File: config.mk
export PLATFORM = sky130hd
export DESIGN_NAME = alu4_reg
export DESIGN_NICKNAME = d
export VERILOG_FILES = /design/src/rtl/alu_pkg.sv /design/src/rtl/alu_core.sv /design/src/rtl/alu4_reg.sv
export SDC_FILE = /design/constraint.sdc
export NUM_CORES = 1
export LEC_CHECK = 0
export CORE_AREA = 2 2 40 42
export DETAILED_ROUTE_END_ITERATION = 8
export DIE_AREA = 0 0 42 44
export MAX_ROUTING_LAYER = met4
export PLACE_DENSITY = 0.67
export REMOVE_ABC_BUFFERS = 1
export SETUP_SLACK_MARGIN = 0.05
export SYNTH_ARGS = -nofsm -noshare
export SYNTH_HDL_FRONTEND = slang
export SYNTH_HIERARCHICAL = 1
export SYNTH_SLANG_ARGS = --single-unit
File: constraint.sdc
create_clock -name clk -period 2.2 [get_ports clk]
set_input_delay 0.44 -clock clk [delete_from_list [all_inputs] [get_ports clk]]
set_output_delay 0.44 -clock clk [all_outputs]
set_load 0.005 [all_outputs]
File: src/rtl/alu_pkg.sv
// Shared opcode encoding and widths for the small ALU.
package alu_pkg;

  localparam int unsigned OP_W = 2;

  typedef logic [OP_W-1:0] op_t;

  localparam op_t OP_ADD = 2'b00;
  localparam op_t OP_SUB = 2'b01;
  localparam op_t OP_AND = 2'b10;
  localparam op_t OP_OR  = 2'b11;

endpackage : alu_pkg

File: src/rtl/alu_core.sv
// Combinational ALU datapath: add, subtract, bitwise AND and OR of two unsigned operands.
module alu_core
  import alu_pkg::*;
#(
  parameter int unsigned WIDTH = 4
) (
  input  logic [WIDTH-1:0] inA,
  input  logic [WIDTH-1:0] inB,
  input  op_t              op,
  output logic [WIDTH-1:0] res
);

  localparam int unsigned EXT_W = WIDTH + 1;

  logic [EXT_W-1:0] a_ext;
  logic [EXT_W-1:0] b_ext;
  logic [EXT_W-1:0] sum_ext;
  logic [EXT_W-1:0] diff_ext;

  // Carry/borrow live in the extra bit and are dropped on truncation.
  always_comb begin
    a_ext    = {1'b0, inA};
    b_ext    = {1'b0, inB};
    sum_ext  = a_ext + b_ext;
    diff_ext = a_ext - b_ext;
  end

  always_comb begin
    res = '0;
    case (op)
      OP_ADD:  res = WIDTH'(sum_ext);
      OP_SUB:  res = WIDTH'(diff_ext);
      OP_AND:  res = inA & inB;
      OP_OR:   res = inA | inB;
      default: res = '0;
    endcase
  end

endmodule : alu_core

File: src/rtl/alu4_reg.sv
// Registered ALU: result and zero flag captured one clock after operand/op sampling.
module alu4_reg
  import alu_pkg::*;
#(
  parameter int unsigned WIDTH = 4
) (
  input  logic             clk,
  input  logic             reset,
  input  logic [WIDTH-1:0] inA,
  input  logic [WIDTH-1:0] inB,
  input  logic [1:0]       op,
  output logic [WIDTH-1:0] ans,
  output logic             zero
);

  logic [WIDTH-1:0] res;
  logic [WIDTH-1:0] ans_d;
  logic [WIDTH-1:0] ans_q;
  logic             zero_d;
  logic             zero_q;

  alu_core #(
    .WIDTH (WIDTH)
  ) u_alu_core (
    .inA (inA),
    .inB (inB),
    .op  (op_t'(op)),
    .res (res)
  );

  always_comb begin
    ans_d  = res;
    zero_d = (res == '0);
  end

  // Reset wins over any operation and discards that cycle's result.
  always_ff @(posedge clk) begin
    if (reset) begin
      ans_q  <= '0;
      zero_q <= 1'b1;
    end else begin
      ans_q  <= ans_d;
      zero_q <= zero_d;
    end
  end

  assign ans  = ans_q;
  assign zero = zero_q;

endmodule : alu4_reg

==> flow_metrics.py <==
metrics = {
    "outcome": {
        "status": "complete, no violations",
    },
    "sta": {
        "setup_violations": 0,
        "fin_ws_ps": 90.74,
        "slew_headroom": 0.8275,
        "finalCritPeriodShare": 0.9588,
        "max_freq_ghz": 0.4741,
        "tightestPinTransition_ps": 256.1,
        "slew_violations": 0,
        "finalHoldViolations": 0,
        "rsz0062_at_grt": "false",
        "holdWs_ps": 718.5,
        "fin_setup_tns_ps": 0,
        "final.min_clock_period_ps": 2109,
    },
    "clocking": {
        "htreeDepth": 1,
        "tritoncts": "yes",
        "path_clk_slew_ps": 50,
        "cts_buffer_depth": 2,
        "root_buffer": "clkbuf_4",
        "cts_buffers": 3,
        "clock-sinks": 5,
    },
    "synthesis": {
        "yosysWarnings": 6,
        "ys.flop_type": "dfxtp_1",
        "synth_largest_area_cell": "dfxtp_1",
        "syn_inst": 55,
        "synth_common_cells": "ha_1 (6), inv_1 (6), dfxtp_1 (5), nand2_1 (5), nor2b_1 (5)",
        "syn_area_um2": 493.0,
        "synthArstFlopShare": 0,
        "synth_seq_cells": 5,
        "syn_area_per_cell_um2": 8.963,
        "yosys-top-cells-area": "dfxtp_1 (20%), ha_1 (15%), nor2b_1 (6.3%)",
        "synth.distinct_cells": 26,
        "synth-edff-count": 0,
        "yosys.area.top_type_share": 0.2030,
        "synth_seq_area_share": 0.2030,
    },
    "routing": {
        "drc": 0,
        "drt_pass1_iterations": 2,
        "drtAntennaViolNets": 0,
        "drt-initial-drc-count": 1,
        "via_count": 513,
        "via_per_inst": 4.706,
        "wl_per_cell_um": 11.38,
        "wirelength_um": 1240,
    },
    "global_routing": {
        "antenna_found_initial": 0,
        "grt_max_degree": 8,
        "grt_overflow": 0,
        "track_usage": 0.1498,
        "grt_pass1_vias": 490,
        "grt_pass1_wl_um": 2014,
    },
    "die": {
        "pin_count": 17,
        "core_um2": 1419,
        "die_y_um": 44,
        "fp-row-count": 14,
        "die_area_um2": 1848,
        "die_w_um": 42,
        "start_util": 0.3474,
    },
    "worst_setup_path": {
        "cp-start-kind": "input port",
        "critPathKind": "in -> reg",
        "endpoint_kind": "register",
        "critPathRequiredTime_ps": 2380,
        "critPathMaxFanout": 5,
        "cp.arrival_ps": 2290,
    },
    "power_and_ir_drop": {
        "p_leak_nw": 0.4155,
        "finalPower_mw": 0.4017,
        "ir_drop_v": 0.0001713,
        "cellPowerDensity_nw_per_um2": 449.6,
    },
    "placed_design": {
        "placed_cells": 99,
        "post_dp_cell_area_um2": 763.2,
        "pre_cts_ws_ps": -583.0,
        "port_buffers": 16,
        "place.detailed.hpwl_um": 879.4,
        "gp_congestion": 0.7515,
    },
    "min_path": {
        "hold_path_class": "in -> reg",
    },
    "final_layout": {
        "drive_gt1_frac": 0.4731,
        "syn_to_final_growth_pct": 81.22,
        "finalNetCount": 113,
        "stdcell_count": 109,
        "diodes": 0,
        "fin_util": 0.6296,
        "n_fill_cell": 117,
        "final_area_um2": 893.4,
    },
    "run": {
        "maxCapViolCount": 0,
    },
}
## placed cells by master (no fill, tap or decap), types with 2 or more instances in the layout
cell              n
clkbuf_4          3
inv_1             3
mux2_2            2
xnor2_1           2
a21oi_1           2
maj3_1            2
ha_1              4
dfxtp_1           5
nand2_1           5
buf_4            18
buf_6             4
inv_2             2
clkdlybuf4s50_1  10
o21ai_0           2
nor2b_1           3
## worst max-delay path, stage by stage
cell and delay, ps:
buf_6 100, inv_4 50, ha_4 140, nor2_4 40, xnor2_1 120, ha_1 330, nand3b_1 170, and2_1 180
a32o_2 260, a211oi_2 280, nor2b_2 180
## logic make-up after synthesis
logic type,synth area share
flops,0.2031
compound gates,0.1675
buf+inv,0.04568
simple gates,0.2310
mux,0.06599
xor+xnor,0.05331
fa+ha+maj,0.2335
## sequential cells by signal, indices dropped and copies added, names as in the netlist
register and count:
ans 4, zero 1
## routing by layer
metal,vias to the layer above,share of wire,global-route usage
met4,0,0.012,0.05806
li1,269,-,-
met5,-,0,-
met3,2,0.041,0.04583
met2,14,0.52,0.2531
met1,228,0.42,0.1650
## worst paths after layout
kind | from | end | slack, ps | cells after the start
hold / removal | op[1] | zero$_SDFF_PP1_ | 720 | 4
setup / recovery | inB[0] | ans[3]$_SDFF_PP0_ | 90 | 11
## timing repair
item | CTS | global route
endpoints found under the setup margin | 4 | 2
buffers inserted | 6 | 0
pin swaps | 9 | 9
resized for setup | 25 | 15
hold buffers | 0 | 0
## layout make-up
| type | count | area, um2 | area share |
|---|---|---|---|
| multi-input combinational | 44 | 420.4 | 0.4706 |
| timing repair buffer | 34 | 301.5 | 0.3375 |
| sequential | 5 | 100.1 | 0.1120 |
| clock buffer | 4 | 26.28 | 0.02941 |
| inverter | 6 | 25.02 | 0.02801 |
| tap | 16 | 20.02 | 0.02241 |
## where the power goes
group / internal, mW / leakage (nW) / switching [mW]
logic: 0.116 / 0.359 / 0.0758
clock network: 0.0686 / 0.0150 / 0.0376
registers: 0.101 / 0.0418 / 0.00248
Note: power is estimated with default switching activity, not from simulation.
